<file path="src/rtl/load_store_unit.sv">
// Load/store stage: drives the data-memory req/ready bus, steers store lanes,
// extends load data and stalls the core until the access has completed.
module load_store_unit #(
  parameter int unsigned TIMEOUT = 255,
  parameter int unsigned TW      = 8
) (
  input  logic        CLK,
  input  logic        RSTN,
  input  logic        MEM_RD,
  input  logic        MEM_WR,
  input  logic [2:0]  FUNCT3,
  input  logic [31:0] ADDR,
  input  logic [31:0] STORE_DATA,
  output logic        D_REQ,
  output logic        D_WE,
  output logic [31:0] D_ADDR,
  output logic [31:0] D_WDATA,
  output logic [3:0]  D_BE,
  input  logic        D_READY,
  input  logic [31:0] D_RDATA,
  output logic [31:0] MEM_READ,
  output logic        STALL,
  output logic        ACC_FAULT,
  output logic        BUS_ERR
);

  typedef enum logic [1:0] {S_IDLE, S_ACCESS, S_DONE} state_t;

  // Last counter value before abort; unused when TIMEOUT is 0 (wait forever).
  localparam logic [TW-1:0] TO_LAST = TW'((TIMEOUT == 0) ? 0 : TIMEOUT - 1);

  state_t        state_q, state_d;
  logic [TW-1:0] cnt_q, cnt_d;
  logic          we_q, we_d;
  logic [31:0]   addr_q, addr_d;
  logic [31:0]   wdata_q, wdata_d;
  logic [3:0]    be_q, be_d;
  logic [2:0]    f3_q, f3_d;
  logic [1:0]    off_q, off_d;
  logic [31:0]   mem_read_q, mem_read_d;
  logic          fault_q, fault_d;
  logic          buserr_q, buserr_d;

  logic          request;
  logic          illegal;
  logic [3:0]    be_n;
  logic [31:0]   wdata_n;
  logic [7:0]    byte_sel;
  logic [15:0]   half_sel;
  logic [31:0]   load_val;

  assign request = MEM_RD | MEM_WR;

  // Classify the incoming request as illegal (conflicting, bad funct3 or misaligned).
  always_comb begin
    illegal = 1'b0;
    if (MEM_RD && MEM_WR)                                  illegal = 1'b1;
    else if (MEM_RD && (FUNCT3 == 3'b011 || FUNCT3[2:1] == 2'b11)) illegal = 1'b1;
    else if (MEM_WR && FUNCT3 >= 3'b011)                   illegal = 1'b1;
    else if (FUNCT3[1:0] == 2'b01 && ADDR[0])              illegal = 1'b1;
    else if (FUNCT3[1:0] == 2'b10 && ADDR[1:0] != 2'b00)   illegal = 1'b1;
  end

  // Store lane steering; loads request the full word with zero write data.
  always_comb begin
    be_n    = 4'b1111;
    wdata_n = '0;
    if (MEM_WR) begin
      case (FUNCT3[1:0])
        2'b00:   begin be_n = 4'b0001 << ADDR[1:0];             wdata_n = {4{STORE_DATA[7:0]}};  end
        2'b01:   begin be_n = ADDR[1] ? 4'b1100 : 4'b0011;      wdata_n = {2{STORE_DATA[15:0]}}; end
        default: begin be_n = 4'b1111;                          wdata_n = STORE_DATA;            end
      endcase
    end
  end

  // Pick the addressed byte/half from the returned word and extend it.
  always_comb begin
    case (off_q)
      2'd0:    byte_sel = D_RDATA[7:0];
      2'd1:    byte_sel = D_RDATA[15:8];
      2'd2:    byte_sel = D_RDATA[23:16];
      default: byte_sel = D_RDATA[31:24];
    endcase
    half_sel = off_q[1] ? D_RDATA[31:16] : D_RDATA[15:0];
    case (f3_q)
      3'b000:  load_val = {{24{byte_sel[7]}}, byte_sel};
      3'b100:  load_val = {24'b0, byte_sel};
      3'b001:  load_val = {{16{half_sel[15]}}, half_sel};
      3'b101:  load_val = {16'b0, half_sel};
      default: load_val = D_RDATA;
    endcase
  end

  // Next-state logic for the IDLE -> ACCESS -> DONE sequence.
  always_comb begin
    state_d    = state_q;
    cnt_d      = cnt_q;
    we_d       = we_q;
    addr_d     = addr_q;
    wdata_d    = wdata_q;
    be_d       = be_q;
    f3_d       = f3_q;
    off_d      = off_q;
    mem_read_d = mem_read_q;
    fault_d    = 1'b0;
    buserr_d   = 1'b0;
    case (state_q)
      S_IDLE: begin
        if (request && illegal) begin
          fault_d = 1'b1;
        end else if (request) begin
          we_d    = MEM_WR;
          addr_d  = {ADDR[31:2], 2'b00};
          wdata_d = wdata_n;
          be_d    = be_n;
          f3_d    = FUNCT3;
          off_d   = ADDR[1:0];
          cnt_d   = '0;
          state_d = S_ACCESS;
        end
      end
      S_ACCESS: begin
        if (D_READY) begin
          if (!we_q) mem_read_d = load_val;
          state_d = S_DONE;
        end else if (TIMEOUT != 0 && cnt_q == TO_LAST) begin
          // An aborted store leaves the load result untouched.
          if (!we_q) mem_read_d = '0;
          buserr_d = 1'b1;
          state_d  = S_DONE;
        end else begin
          cnt_d = cnt_q + TW'(1);
        end
      end
      default: state_d = S_IDLE;
    endcase
  end

  // State and datapath registers with asynchronous clear.
  always_ff @(posedge CLK or negedge RSTN) begin
    if (!RSTN) begin
      state_q    <= S_IDLE;
      cnt_q      <= '0;
      we_q       <= 1'b0;
      addr_q     <= '0;
      wdata_q    <= '0;
      be_q       <= '0;
      f3_q       <= '0;
      off_q      <= '0;
      mem_read_q <= '0;
      fault_q    <= 1'b0;
      buserr_q   <= 1'b0;
    end else begin
      state_q    <= state_d;
      cnt_q      <= cnt_d;
      we_q       <= we_d;
      addr_q     <= addr_d;
      wdata_q    <= wdata_d;
      be_q       <= be_d;
      f3_q       <= f3_d;
      off_q      <= off_d;
      mem_read_q <= mem_read_d;
      fault_q    <= fault_d;
      buserr_q   <= buserr_d;
    end
  end

  assign D_REQ     = (state_q == S_ACCESS);
  assign D_WE      = we_q;
  assign D_ADDR    = addr_q;
  assign D_WDATA   = wdata_q;
  assign D_BE      = be_q;
  assign MEM_READ  = mem_read_q;
  assign ACC_FAULT = fault_q;
  assign BUS_ERR   = buserr_q;
  // Stall is forced low while reset is held so the core is never frozen in reset.
  assign STALL     = RSTN && ((state_q == S_ACCESS) ||
                              (state_q == S_IDLE && request && !illegal));

endmodule

</file>
<file path="config.mk">
export PLATFORM = sky130hd
export DESIGN_NAME = load_store_unit
export DESIGN_NICKNAME = d
export VERILOG_FILES = /design/src/rtl/load_store_unit.sv
export SDC_FILE = /design/constraint.sdc
export NUM_CORES = 1
export LEC_CHECK = 0
export CAP_MARGIN = 10
export CORE_UTILIZATION = 40
export CTS_CLUSTER_DIAMETER = 150
export DETAILED_ROUTE_END_ITERATION = 8
export GPL_TIMING_DRIVEN = 0
export PLACE_DENSITY = 0.79
export SETUP_SLACK_MARGIN = 0.05
export SLEW_MARGIN = 25
export SYNTH_ARGS = -nofsm -noshare
export SYNTH_HDL_FRONTEND = slang
export SYNTH_SLANG_ARGS = --single-unit
export TNS_END_PERCENT = 1
</file>
<file path="constraint.sdc">
create_clock -name CLK -period 2 [get_ports CLK]
set_input_delay 0.2 -clock CLK [delete_from_list [all_inputs] [get_ports CLK]]
set_output_delay 0.2 -clock CLK [all_outputs]
set_load 0.1 [all_outputs]
</file>
======== Word level (Yosys, flattened, before mapping) ========
Index checks and enable logic that the tools add are counted.
W data, S select, Z words.
word-level totals
  bits in registers ....................... 116
  input bits .............................. 104
  output and inout port bits .............. 105
  logic and storage cells ................. 88
operators by class
  add/subtract/negate cells ............... 1
  $lt $le $gt $ge ......................... 1
  equal/unequal tests ..................... 16
  shift operators ......................... 1
  multiplexer cells ....................... 32
  bitwise logic cells ..................... 3
  reduce and logical (&&, ||, !) cells .... 23
operators with widths
  kind                   count
  $mux W32               5
  $pmux W32 S4           1
  $pmux W32 S2           1
  $mux W8                4
  $pmux W8 S3            1
  $mux W16               1
  $pmux W8 S2            1
  $mux W1                10
  $logic_and A1 B1 Y1    9
  $reduce_and A3 Y1      3
  $add A8 B1 Y8 const B  1
  $eq A8 B8 Y1 const B   1
  $mux W2                4
  $mux W4                2
  $ne A2 B2 Y1 const B   4
  $pmux W4 S2            1
  $eq A2 B1 Y1 const B   3
  $eq A2 B2 Y1 const B   3
  $eq A3 B3 Y1 const B   2
  $logic_not A2 Y1       3
  $reduce_bool A2 Y1     3
  $reduce_and A5 Y1      1
  $pmux W2 S2            1
  $shl A1 B2 Y4 const A  1
  other kinds (9)        11

======== Depth between registers and ports, before layout ========
Gate-level depths: netlist of the first run.
  word-level depth ........................ 11
  gate-level depth with buffers ........... 7

======== Worst setup path before layout of the first run ========
No wires, ideal clock.
  kind .................................... register to register
  from .................................... reg state_q[1]
  to ...................................... reg mem_read_q[22] (netlist: MEM_READ[22])
  library setup time ...................... 0.069 ns
  arrival time ............................ 2.985 ns
  setup slack ............................. -1.054 ns
  stages on the path, launching flop included .. 8
  cell sequence ........................... dfrtp_1 -> nor2b_1 -> and3_1 -> buf_2 -> and2_0 -> clkbuf_1 -> buf_2 -> a221o_1
between the ends
  cells in the longest elaborated chain, start to end .. 2
RTL lines
  element                             line  source
  start: declaration                  32    state_t state_q, state_d;
  start signal: assignment            155   state_q <= state_d;
  $eq A2 B1 Y1                        -
  named net D_REQ                     14    output logic D_REQ,
  $reduce_and A3 Y1 (no source line)  -
  end signal: assignment              163   mem_read_q <= mem_read_d;
  end: declaration                    40    logic [31:0] mem_read_q, mem_read_d;
The timed path passes the listed nets, and every way through them passes these cells.
A chain may end at the register's enable or synchronous reset.

======== Worst setup path in the final report of the first run ========
  from .................................... reg state_q[1]
  to ...................................... out STALL
between the ends
  cells in the longest elaborated chain, start to end .. 5
  elaborated cells between the ends (all ways) .. 6
  those cells by class .................... eq/ne: 1; reduce/logical: 5
RTL lines
  element                           line  source
  $logic_not A2 Y1                  179   (state_q == S_IDLE && request && !illegal));
  $logic_and A1 B1 Y1 (2 in a row)  179
  $logic_or A1 B1 Y1 *              178   assign STALL = RSTN && ((state_q == S_ACCESS) ||
  $logic_and A1 B1 Y1 *             178
  end: declaration                  22    output logic STALL,
Mark *: on every way between the ends. The rest lies on a longest branch, timed or not.

==> results of run 1 <==
synth_stat cells, types with 5 or more instances:
cell type  instances
a21oi_1            7
o211ai_1           7
mux2_2            54
clkbuf_1          18
a21boi_0           6
nand2b_1          17
buf_2              6
buf_4              8
nand2_1           42
dfrtp_1          116
o21ai_0           22
a221o_1           16
o22ai_1            5
inv_1             25
nor2_1            13
a32o_1             8
o2bb2ai_1          7
nor2b_1           16
mux2i_1           41
critical path, stage by stage (launching register included):
cell and delay, ns:
dfrtp_2 0.45, nor2_4 0.16, o21ai_4 0.09, nor3_4 0.22, buf_6 0.16, o21a_4 0.13
buf_12 0.16
repair_timing:
action / in CTS / in global routing
hold endpoints to repair: 56 / 56
cloned: 0 / 2
setup endpoints to repair: 191 / 74
gates resized for setup: 126 / 30
pin swaps: 1 / 18
buffers inserted: 1 / 9
cell type report:
type | instances | area, um^2
Fill cell | 1069 | 4710
Clock inverter | 13 | 277
Tap cell | 176 | 220
Buffer | 34 | 203
Multi-Input combinational cell | 311 | 2500
Timing Repair Buffer | 218 | 2080
Sequential cell | 116 | 2910
Inverter | 25 | 93.8
Clock buffer | 19 | 453
Antenna cell | 2 | 5.00
metal layers:
layer  track usage (%)  up-vias
li1                  -     2213
met1              27.5     2363
met2              40.2      186
met3              8.44       31
met4              10.2        0
met5                 0        -
worst paths after layout:
check,slack (ns),endpoint,cells past startpoint,startpoint
setup / recovery,0.006,STALL,6,state_q[1]
max in group asynchronous,1.58,D_ADDR[14],2,RSTN
hold reg to reg,0.48,D_ADDR[20],1,D_ADDR[20]
min in group CLK,0.17,f3_q[2],2,FUNCT3[2]
setup reg to reg,0.10,D_ADDR[6],7,state_q[1]
hold / removal,-0.26,D_WDATA[7],1,RSTN
cell families (layout without fill, tap and decap cells):
| family | Yosys count | after routing | synth area share [%] |
|---|---|---|---|
| adder cells (fa/ha/maj) | 2 | 2 | 0.447 |
| multiplexers | 100 | 100 | 19.4 |
| flip-flops | 116 | 116 | 51.9 |
| XOR/XNOR | 1 | 1 | 0.157 |
| AO/OA/AOI/OAI | 96 | 96 | 13.0 |
| buffers and inverters | 59 | 309 | 4.63 |
| AND/OR/NAND/NOR | 110 | 110 | 10.4 |
| other | 1 | 4 | 0.0670 |
metrics by stage:
step / TNS (ns) / hold slack, ns / setup slack, ns / area (um^2)
2_1_floorplan: -0.308 / -0.0956 / -0.0290 / 5620
6_report: 0 / -0.260 / 0.00572 / 8740
3_5_place_dp: -40.30 / 0.204 / -1.63 / 7920
4_1_cts: -0.163 / -0.245 / -0.163 / 8580
3_3_place_gp: -460.43 / 0.473 / -4.26 / 7890
5_1_grt: -0.0642 / -0.222 / -0.0642 / 8740
layout by cell type (no fill, tap or decap), drive strengths merged, types with 4 or more instances in the layout:
cell type and n:
buf 33, a21boi 6, nand2 42, nor2 13, nor2b 16, o22ai 5
o2bb2ai 7, mux2i 41, mux2 58, inv 25, dlymetal6s2s 6, dlygate4sd2 101
o21ai 22, a32o 8, nand2b 17, a221o 16, clkdlybuf4s50 95, o211ai 7
a21oi 7, dfrtp 116, bufinv 8, a2bb2oi 4, clkbuf 35
sequential cells by signal (all words and copies together) (netlist names):
register,cells
ACC_FAULT,1
BUS_ERR,1
D_ADDR,30
D_BE,4
D_WDATA,32
D_WE,1
MEM_READ,32
cnt_q,8
f3_q,3
off_q,2
state_q,2
==> run_results.csv, run 1 <==
group,metric,value,unit
global_route,grt_pass1_vias,5117,
global_route,grt_max_degree,62,
min_path,hp-class,"primary input to async pin",
timing,fmax,501,MHz
floorplanning,dieHeight,120,um
clock_network,h-tree-depth,4,
logic_synthesis,yosysTopAreaCell,"dfrtp_1",
place,placed_cells_incl_taps,868,
worst_setup_path,cp_max_fo,4,
logic_synthesis,yosys_warnings,0,
logic_synthesis,netlist_area,0.00560,mm^2
clock_network,clk_pin_slew,0.06,ns
routing,via_per_inst,5.24,
timing,finalSetupViolCount,0,
routing,routed_wl,16400,um
logic_synthesis,synth_cells,485,
timing,clock_skew,0.00782,ns
routing,drcViolationCount,0,
routing,drt_first_pass_iters,5,
routing,wl_met1,6560,um
timing,rsz0062_at_grt,"yes",
floorplanning,pin_count,209,
clock_network,cts-root-buf,"clkbuf_16",
logic_synthesis,synth_area_per_cell,11.5,um^2
logic_synthesis,synth_cell_types,52,
worst_setup_path,worstPathArrival,1.79,ns
layout,syn2layout_area_growth,56.2,%
timing,period_needed,1.99,ns
place,place_hpwl,11900,um
timing,hold_violations,56,
global_route,grt_pass1_wl,26300,um
logic_synthesis,ys_seq_elements,116,
logic_synthesis,ys_seq_area_share,51.9,%
layout,stdcell_count,914,
clock_network,numCtsBuffers,17,
routing,routed.top_layer,"met4",
flow_run,drv_cap,0,
logic_synthesis,synth.area.top_cells,"dfrtp_1 (52%), mux2_2 (11%), mux2i_1 (7.3%)",
routing,vias,4793,
logic_synthesis,synth_edf_count,0,
timing,fin_crit_sh,99.7,%
timing,worstMarginPinSlew,1.02,ns
floorplanning,core,0.0135,mm^2
worst_setup_path,startpoint_type,"register",
timing,max_slew_margin,32.4,%
floorplanning,start_util,41.6,%
routing,wl_met2,8200,um
layout,drive_gt1_share,18.9,%
clock_network,clk_latency,0.42,ns
global_route,antenna_found_initial,2,
clock_network,cts_buffer_depth,2,
worst_setup_path,crit_path_end_kind,"output port",
routing,ant_nets,0,
global_route,grt_usage,23.9,%
floorplanning,fp.dieArea,0.0145,mm^2
global_route,grt_overflow,0,
logic_synthesis,synth.top_cell.area_share,51.9,%
clock_network,clock-sinks,116,
routing,drt_iter0_markers,326,
routing,routedWlPerCell,17.9,um
run_status,outcome,"finished with violations",
worst_setup_path,criticalPathCategory,"register to output port",
layout,final_nets,829,
timing,hold_ws,-0.260,ns
logic_synthesis,async_flop_share,100,%
logic_synthesis,synth_ff_type,"dfrtp_1",
place,place.gp.congestion,0.858,
routing,wl_met3,1250,um
layout,fin_util,65.0,%
floorplanning,die_x,120,um
timing,drv_slew,0,
place,io_buffer_count,205,
worst_setup_path,critPathRequiredTime,1.80,ns
run_status,violations,"negative hold slack",
floorplanning,rows,42,
clock_network,cts_tree,"yes",
Power of run 1 is not shown: default switching activity piles up to over one toggle a cycle in this logic, so the estimate is an artifact.
==> run 2, diff against run 1 <==
Settings changed: ABC_AREA from default to 1, CORE_UTILIZATION 40 to 45, PLACE_DENSITY 0.79 to 0.84.
Clock period 2 ns to 2.1 ns, I/O delays scaled along.
==> run 2 against run 1 <==
The flow still finishes with violations (negative hold slack). Critical path depth is the same. Worst hold slack improved by 0.12 ns. Synthesized area increased by 2.3%. Final area fell by 1.9%. Sequential share of layout area grew 0.59 points. Routed wire length up 11%. Register-to-register slack improved by 0.15 ns. Synthesized cell count increased by 60%. Setup slack better by 0.15 ns. Highest routed layer unchanged.
==> run_results.csv, run 2 <==
group,metric,value,unit
run_status,outcome,"finished with violations",
run_status,violations,"negative hold slack",
floorplanning,dieHeight,115,um
clock_network,clk_pin_slew,0.05,ns
clock_network,numCtsBuffers,17,
logic_synthesis,netlist_area,0.00572,mm^2
timing,hold_ws,-0.136,ns
worst_setup_path,path_cells,"nor2_2 -> nand2_1 -> nand3b_4 -> buf_6 -> a21boi_4 -> buf_12",
floorplanning,core,0.0122,mm^2
routing,vias,6039,
worst_setup_path,startpoint_type,"register",
global_route,grt_pass1_wl,29100,um
timing,period_needed,1.94,ns
logic_synthesis,synth.top_cell.area_share,50.7,%
layout,layout_commonest_cell,"nand2_1",
global_route,antenna_found_initial,0,
logic_synthesis,async_flop_share,100,%
logic_synthesis,yosysTopAreaCell,"dfrtp_1",
logic_synthesis,synth.area.top_cells,"dfrtp_1 (51%), nand2_1 (24%), o21ai_0 (4.4%)",
floorplanning,fp.dieArea,0.0132,mm^2
timing,max_slew_margin,27.7,%
layout,nFillCells,1038,
logic_synthesis,ys_seq_area_share,50.7,%
routing,ant_nets,0,
clock_network,cts_tree,"yes",
routing,drt_iter0_markers,621,
routing,routedWlPerCell,15.3,um
logic_synthesis,synthXorXnorAreaFrac,0,%
logic_synthesis,synth_ff_type,"dfrtp_1",
min_path,hp-class,"primary input to async pin",
floorplanning,start_util,46.9,%
logic_synthesis,synth_simple_gate_area_share,32.9,%
worst_setup_path,slowest_stage,"dfrtp_1",
place,place_hpwl,13200,um
timing,hold_violations,93,
worst_setup_path,worstPathArrival,1.73,ns
power_and_ir_drop,peakVddDrop,1360,uV
worst_setup_path,critPathRequiredTime,1.89,ns
layout,seqCellArea,0.00290,mm^2
timing,clock_skew,0.00695,ns
timing,fmax,514,MHz
place,io_buffer_count,206,
worst_setup_path,max_stage_delay,0.38,ns
logic_synthesis,netlist_top_cells_count,"nand2_1 (359), dfrtp_1 (116), nor2_1 (66)",
layout,drive_gt1_share,7.75,%
logic_synthesis,synth_fa_ha_area_share,0.437,%
clock_network,h-tree-depth,4,
global_route,grt_usage,29.2,%
logic_synthesis,synth_top_family_by_area,"simple AND/OR/NAND/NOR gates",
clock_network,clock-sinks,116,
timing,finalSetupViolCount,0,
worst_setup_path,cp_max_fo,10,
flow_run,drv_cap,0,
worst_setup_path,criticalPathCategory,"register to output port",
logic_synthesis,synth_edf_count,0,
power_and_ir_drop,leakage,4.60,nW
global_route,grt_pass1_vias,5858,
place,place.gp.congestion,0.946,
clock_network,clk_latency,0.41,ns
floorplanning,die_x,115,um
logic_synthesis,synth-compound-area-share,9.09,%
logic_synthesis,synth_area_per_cell,7.39,um^2
timing,worstMarginPinSlew,1.09,ns
routing,drcViolationCount,0,
routing,routed.top_layer,"met4",
timing,rsz0062_at_grt,"yes",
logic_synthesis,synth_cells,774,
floorplanning,rows,40,
power_and_ir_drop,cellPowerDensity,1770,mW/mm^2
clock_network,cts-root-buf,"clkbuf_16",
routing,wl_met1,7150,um
layout,multi_input_area,0.00246,mm^2
timing,tns,0,ns
logic_synthesis,ys_seq_elements,116,
logic_synthesis,yosysMostFrequentCell,"nand2_1",
routing,drt_first_pass_iters,5,
global_route,grt_max_degree,95,
power_and_ir_drop,total_power,15.2,mW
layout,syn2layout_area_growth,49.8,%
routing,routed_wl,18200,um
global_route,grt_overflow,0,
floorplanning,pin_count,209,
routing,via_per_inst,5.08,
routing,wl_met3,2040,um
layout,diodes,0,
worst_setup_path,crit_path_end_kind,"output port",
layout,final_nets,1113,
logic_synthesis,synth_cell_types,27,
timing,fin_crit_sh,92.6,%
logic_synthesis,yosys_warnings,0,
clock_network,cts_buffer_depth,2,
timing,drv_slew,0,
layout,layout_common_cells,"nand2_1 (358), dfrtp_1 (116), dlygate4sd2_1 (103)",
routing,wl_met2,8450,um
logic_synthesis,synth_mux_area_share,0,%
==> run 2: cell families after synthesis <==
group                    count (synthesis)
AND/OR/NAND/NOR                        475
flip-flops                             116
AO/OA/AOI/OAI                           92
buffers and inverters                   88
adder cells (fa/ha/maj)                  2
other                                    1
==> run 2: metal layers <==
layer	vias to the layer above	global-route usage (%)
met4	0	12.9
met2	317	47.2
met5	-	0
met1	2782	34.7
li1	2898	-
met3	42	11.2
==> run 2: power breakdown <==
group	switching [mW]	internal, mW	leakage (nW)
Combinational	7.39	1.57	2.85
Sequential	0.493	3.05	1.48
Clock	0.961	1.73	0.271
Total	8.84	6.35	4.60
==> run 2: final cells by class <==
cell class,instances,share of cell area (%)
tap,168,2.45
timing repair buffer,213,23.9
clock inverter,2,0.146
sequential,116,33.8
clock buffer,30,6.35
buffer,41,2.54
multi-input combinational,571,28.7
inverter,47,2.09
==> run 2: final timing paths <==
check | start | endpoint | slack [ns] | cells past startpoint
max | state_q[0] | STALL | 0.16 | 6
min | RSTN | D_WDATA[4] | -0.14 | 3
max reg2reg | cnt_q[0] | MEM_READ[31] | 0.25 | 8
min reg2reg | MEM_READ[3] | MEM_READ[3] | 0.47 | 2
max in group asynchronous | RSTN | D_WDATA[7] | 1.46 | 5
min in group CLK | MEM_WR | ACC_FAULT | 0.32 | 5
==> run 2: timing repair <==
| action | CTS | global route |
|---|---|---|
| hold buffers | 2 | 2 |
| gates cloned | 0 | 0 |
| endpoints found under the hold margin | 25 | 116 |
| setup endpoints to repair | 103 | 12 |
| setup buffers | 0 | 2 |
| gates resized for setup | 117 | 6 |
==> run 2: critical path, delay by kind of cell, from the launching register on <==
| family | cells | cell delay (ns) |
|---|---|---|
| buffers and inverters | 2 | 0.37 |
| and+or+nand+nor | 3 | 0.42 |
| AOI/OAI and AO/OA | 1 | 0.15 |
| DFF | 1 | 0.38 |
==> run 2: through the flow <==
| stage | utilization (%) | setup slack, ns | cell area [um^2] | cells |
|---|---|---|---|---|
| floorplan | - | 0.0802 | 5740 | 775 |
| global placement | 65.6 | -4.50 | 8010 | 1149 |
| detailed placement | 65.9 | -1.09 | 8040 | 1150 |
| CTS | 69.8 | 0.0613 | 8520 | 1184 |
| global route | 70.2 | 0.0297 | 8580 | 1188 |
| finish | 70.2 | 0.155 | 8580 | 1188 |
(Power assumes the default switching activity.)
==> run 3, diff against run 2 <==
Clock period 2.1 ns to 1.8 ns, I/O delays scaled along.
==> run 3 against run 2 <==
The run ends with negative hold slack, negative setup slack left. Final area up 3.6%. Via count up 0.65%. Utilization up 2.5 points. Total power up 20%. Final cell count up 0.42%. Die area unchanged. Critical path depth unchanged. Worst hold slack worse by 0.020 ns. Clock skew about the same. Combinational power up 22%. Register-to-register slack worse by 0.06 ns. Setup slack worse by 0.16 ns. Largest cell class unchanged.
==> run_results.csv, run 3 (synthesis results as in run 2) <==
group,metric,value,unit
worst_setup_path,crit_path_end_kind,"output port",
power_and_ir_drop,total_power,18.2,mW
floorplanning,rows,40,
global_route,grt_usage,29.7,%
power_and_ir_drop,cellPowerDensity,2050,mW/mm^2
timing,hold_ws,-0.155,ns
timing,fmax,553,MHz
timing,fin_crit_sh,100,%
clock_network,cts_buffer_depth,2,
flow_run,drv_cap,0,
global_route,grt_max_degree,95,
layout,diodes,0,
timing,worstMarginPinSlew,0.621,ns
power_and_ir_drop,peakVddDrop,1610,uV
timing,period_needed,1.81,ns
floorplanning,start_util,46.9,%
global_route,grt_pass1_vias,5917,
routing,drcViolationCount,0,
floorplanning,die_x,115,um
worst_setup_path,cp_max_fo,2,
layout,drive_gt1_share,19.1,%
clock_network,h-tree-depth,4,
routing,routed_wl,18600,um
clock_network,clk_pin_slew,0.05,ns
timing,drv_slew,0,
worst_setup_path,slowest_stage,"dfrtp_1",
clock_network,cts_tree,"yes",
layout,final_nets,1118,
worst_setup_path,startpoint_type,"register",
timing,finalSetupViolCount,1,
routing,drt_iter0_markers,600,
power_and_ir_drop,leakage,4.43,nW
run_status,outcome,"finished with violations",
timing,max_slew_margin,58.8,%
worst_setup_path,criticalPathCategory,"register to output port",
run_status,violations,"negative hold slack, negative setup slack",
routing,drt_first_pass_iters,6,
clock_network,numCtsBuffers,17,
global_route,grt_pass1_wl,29500,um
timing,rsz0062_at_grt,"yes",
min_path,hp-class,"primary input to async pin",
routing,via_per_inst,5.09,
routing,routedWlPerCell,15.6,um
routing,ant_nets,0,
routing,vias,6078,
floorplanning,dieHeight,115,um
layout,layout_common_cells,"nand2_1 (358), dfrtp_1 (116), clkdlybuf4s50_1 (100)",
layout,syn2layout_area_growth,55.2,%
place,io_buffer_count,206,
global_route,grt_overflow,0,
floorplanning,core,0.0122,mm^2
clock_network,cts-root-buf,"clkbuf_16",
place,place_area,0.00804,mm^2
global_route,antenna_found_initial,0,
worst_setup_path,worstPathArrival,1.63,ns
worst_setup_path,critPathRequiredTime,1.62,ns
worst_setup_path,max_stage_delay,0.38,ns
timing,postLayoutSetupSlackWorst,-0.00857,ns
layout,layout_commonest_cell,"nand2_1",
timing,clock_skew,0.00695,ns
clock_network,clock-sinks,116,
timing,hold_violations,93,
floorplanning,fp.dieArea,0.0132,mm^2
worst_setup_path,path_cells,"nor2_2 -> nand2_1 -> nand3b_4 -> buf_8 -> a21boi_4 -> buf_12",
place,place.gp.congestion,0.946,
layout,final_area,0.00888,mm^2
place,place_hpwl,13200,um
floorplanning,pin_count,209,
worst_setup_path,r2r_slack,0.19,ns
clock_network,clk_latency,0.42,ns
==> run 3: final timing paths <==
check,from,cells after the start,end
worst min-delay path,RSTN,3,D_WDATA[4]
worst max-delay path,state_q[0],6,STALL
worst min register to register,MEM_READ[3],2,MEM_READ[3]
min in group CLK,ADDR[14],3,D_ADDR[14]
worst max register to register,cnt_q[0],8,MEM_READ[17]
max in group asynchronous,RSTN,5,D_WDATA[7]
==> run 3: metrics by stage <==
| step | cells | utilization (%) | TNS [ns] | hold WS [ns] | worst slack (ns) |
|---|---|---|---|---|---|
| after floorplan | 775 | - | -4.19 | -0.116 | -0.220 |
| after global placement | 1149 | 65.6 | -490.58 | 0.461 | -4.74 |
| after detailed placement | 1150 | 65.9 | -21.76 | 0.0328 | -1.33 |
| after CTS | 1188 | 72.2 | -0.0748 | -0.123 | -0.0391 |
| after global routing | 1193 | 72.7 | -0.0799 | -0.120 | -0.0799 |
| final | 1193 | 72.7 | -0.00857 | -0.155 | -0.00857 |
==> run 3: critical path: cells and delay by family, from the launching register on <==
family / cells / cell delay, ns
DFF: 1 / 0.38
and+or+nand+nor: 3 / 0.38
buffers and inverters: 2 / 0.32
AOI/OAI and AO/OA: 1 / 0.14
==> run 3: layer usage <==
layer,share of wire (%),vias up,global-route usage [%]
met5,0,-,0
met4,3.1,0,13.2
met3,11,47,11.5
met2,47,298,48.5
met1,40,2827,34.7
li1,-,2906,-
==> run 3: repair_timing <==
item / CTS / global route
setup endpoints to repair: 134 / 45
pin swaps: 2 / 2
gates resized for setup: 323 / 27
gates cloned: 0 / 0
buffers inserted: 4 / 3
hold buffers: 2 / 2
endpoints found under the hold margin: 116 / 116
==> run 3: final cells by class <==
class	instances	area (um^2)
sequential	116	2900
clock buffer	30	544
buffer	41	241
multi-input combinational	571	2480
fill	954	3330
timing repair buffer	218	2310
tap	168	210
clock inverter	2	12.5
inverter	47	176
==> run 3: report_power, final <==
part	leakage, nW	total [mW]	switching, mW	internal (mW)
combinational	2.68	10.9	8.67	2.24
sequential	1.48	4.18	0.618	3.56
clock	0.271	3.15	1.13	2.01
total	4.43	18.2	10.4	7.81
==> RTL change, RTL diff (settings of run 2) <==
Encoding of `state_t`: now one-hot (3 bits for 3 states).
--- a/src/rtl/load_store_unit.sv
+++ b/src/rtl/load_store_unit.sv
@@ -24,7 +24,7 @@
   output logic        BUS_ERR
 );
 
-  typedef enum logic [1:0] {S_IDLE, S_ACCESS, S_DONE} state_t;
+  typedef enum logic [2:0] {S_IDLE = 3'b001, S_ACCESS = 3'b010, S_DONE = 3'b100} state_t;
 
   // Last counter value before abort; unused when TIMEOUT is 0 (wait forever).
   localparam logic [TW-1:0] TO_LAST = TW'((TIMEOUT == 0) ? 0 : TIMEOUT - 1);
Check against the original RTL: same outputs for any inputs over 4 cycles, from zero or initial values and one cycle with RSTN low; so few cycles prove little.
==> RTL change against run 2 <==
  * First-iteration DRC count down 31%
  * Highest routed layer unchanged
  * Routed wire length down 1.2%
  * Critical path depth up 1
  * Final area grew 1.1%
  * Worst hold slack improved by 0.40 ns
  * Synthesized cell count shrank 3.7%
  * Sequential cell count grew 1
  * Global-route usage decreased by 0.74 points
  * Setup slack worse by 0.067 ns
  * Synthesized area about the same
  * Clock skew up 0.0011 ns
Power is left out: the tool's default activity adds up to more than one toggle a clock period on the data nets, which glitch-free logic cannot reach.
==> RTL change: results (changes against run 2) <==
----------------------------------------------------
[Run status]
  Run status ... finished, final reports clean

[Synthesis]
  Xor and xnor fraction of the mapped netlist area ... 0.766% (+0.77 points)
  Commonest cells post-synth ... nand2_1 (251), dfrtp_1 (116), nand3_1 (80)
  Ranking of synthesized cells by area ... dfrtp_1 (51%), nand2_1 (16%), nand3_1 (7.0%), o21ai_0 (5.3%), nor2_1 (4.4%)
  Area fraction in compound gates after synthesis ... 10.2% (+1.1 points)
  Library cells used by synthesis ... 32 (+19%)
  Number of warnings issued by yosys ... 0 (unchanged)
  Area share of fa/ha/maj cells after synthesis ... 0.438% (about the same)
  Asr flop ratio synth ... 100% (unchanged)
  Proportion of synthesized area in mux cells ... 0% (unchanged)
  Share of synthesized area occupied by flip-flops and latches ... 51.2% (+0.49 points)

[Drt]
  Highest Signal Layer ... met4
  Length of the first detailed-routing pass in iterations ... 5 (unchanged)
  Iteration-0 DRC Markers ... 429 (-31%)
  Sum of routed wire segments on met1 ... 7.44 mm (+4.1%)
  Routed len/inst ... 15.4 microns (+1.0%)
  Detailed route wirelength on metal2 ... 8.40 mm (-0.58%)
  Wire length on met3 ... 1.71 mm (-16%)
  Drt via density ... 5.12 (+0.71%)

[Worst setup path]
  CP max FO ... 4 (-6)
  Arrival time worst endpoint ... 1.80 ns (+0.07 ns)
  Cell with the biggest individual delay on the critical path ... dfstp_2
  Delay of the slowest critical-path stage ... 0.53 ns (+0.15 ns)

[Cells and area]
  Layout cells sized above 1 ... 8.77% (+1.0 points)
  Layout filler cell count ... 1,018 (-1.9%)
  Post-layout nets ... 1,086 (-2.4%)

[Placed design]
  Total of buffers placed on input and output ports ... 206 (unchanged)
  GPL Wtd Cong ... 0.903 (-4.6%)
  Half-perimeter wire length after placement ... 13.0 mm (-1.3%)
  Placed standard-cell area ... 8040 sq um (about the same)

[GRT]
  Initial antenna violation count ... 2 (+2)
  Total global-route track usage ... 28.4% (-0.74 points)
  Largest net degree at the start of global routing ... 88 (-7.4%)
  GR Layer Usage met2 ... 46.2% (-1.0 points)
  Global-route track usage on met1 ... 35.2% (+0.57 points)
  Vias in the first global route ... 5,809 (-0.84%)
  Wire length of the first global-routing pass ... 28.7 mm (-1.4%)
  Met3 GRT Util ... 9.70% (-1.5 points)

[Clock network]
  Number of H-tree branching levels ... 4 (unchanged)
  Latest clock arrival within the worst-skew pair ... 0.41 ns (about the same)
  Clock buffer count from CTS ... 17 (unchanged)
  Cell chosen for the clock root ... clkbuf_16
  CTS clk-pin slew, worst paths ... 0.05 ns (about the same)
  Maximum buffer depth of the clock tree ... 2 (unchanged)

[STA]
  Clk_skew ... 0.00804 ns (+0.00109 ns)
  Slew at the pin closest to its max-slew limit ... 1.02 ns (-0.0640 ns)

[Min path]
  Min-delay worst type ... in -> reg

----------------------------------------------------
==> RTL change: final cells by class <==
class | instances | area share (%)
plain buffers | 40 | 2.40
inverters | 58 | 2.51
well taps | 168 | 2.42
repair buffers | 215 | 23.7
clock buffers | 22 | 5.35
clock inverters | 9 | 2.02
flip-flops and latches | 117 | 33.8
multi-input cells | 531 | 27.7
diodes | 2 | 0.0577
==> RTL change: final timing paths <==
path                            depth (start not counted)      endpoint         start  slack [ns]
worst max-delay path                                    7         STALL    state_q[0]        0.09
min in group asynchronous                               3  MEM_READ[21]          RSTN        0.35
max in group asynchronous                               3    state_q[0]          RSTN        1.31
worst max register to register                          9      cnt_q[3]    state_q[0]        0.23
worst min register to register                          2  MEM_READ[30]  MEM_READ[30]        0.47
worst min-delay path                                    3       f3_q[0]     FUNCT3[0]        0.27
==> RTL change: cells by family (layout without fill, tap and decap cells) <==
group / after synthesis / in the layout
simple gates: 413 / 413
flops: 117 / 117
compound gates: 109 / 109
buf+inv: 98 / 344
xor+xnor: 5 / 5
fa+ha+maj: 2 / 2
other cells: 1 / 4
==> RTL change: worst max-delay path, delay by kind of cell (launching register included) <==
kind / cells / cell delay [ns]
buffers and inverters: 3 / 0.27
and+or+nand+nor: 4 / 0.59
DFF: 1 / 0.53
==> RTL change: repair_timing <==
item | 4_1_cts | 5_1_grt
gates resized for setup | 115 | 8
hold buffers | 2 | 0
setup buffers | 0 | 6
setup endpoints to repair | 103 | 1
pin swaps | 1 | 4
endpoints found under the hold margin | 31 | 0
==> RTL change: stage by stage <==
step	setup WS, ns	instances	utilization, %	TNS, ns
floorplan	-0.222	746	-	-2.52
global route	-0.00207	1162	71.0	-0.00207
detailed placement	-1.14	1121	65.8	-4.51
finish	0.0888	1162	71.0	0
global placement	-4.56	1120	65.5	-447.76
CTS	-0.0902	1154	70.4	-0.0902
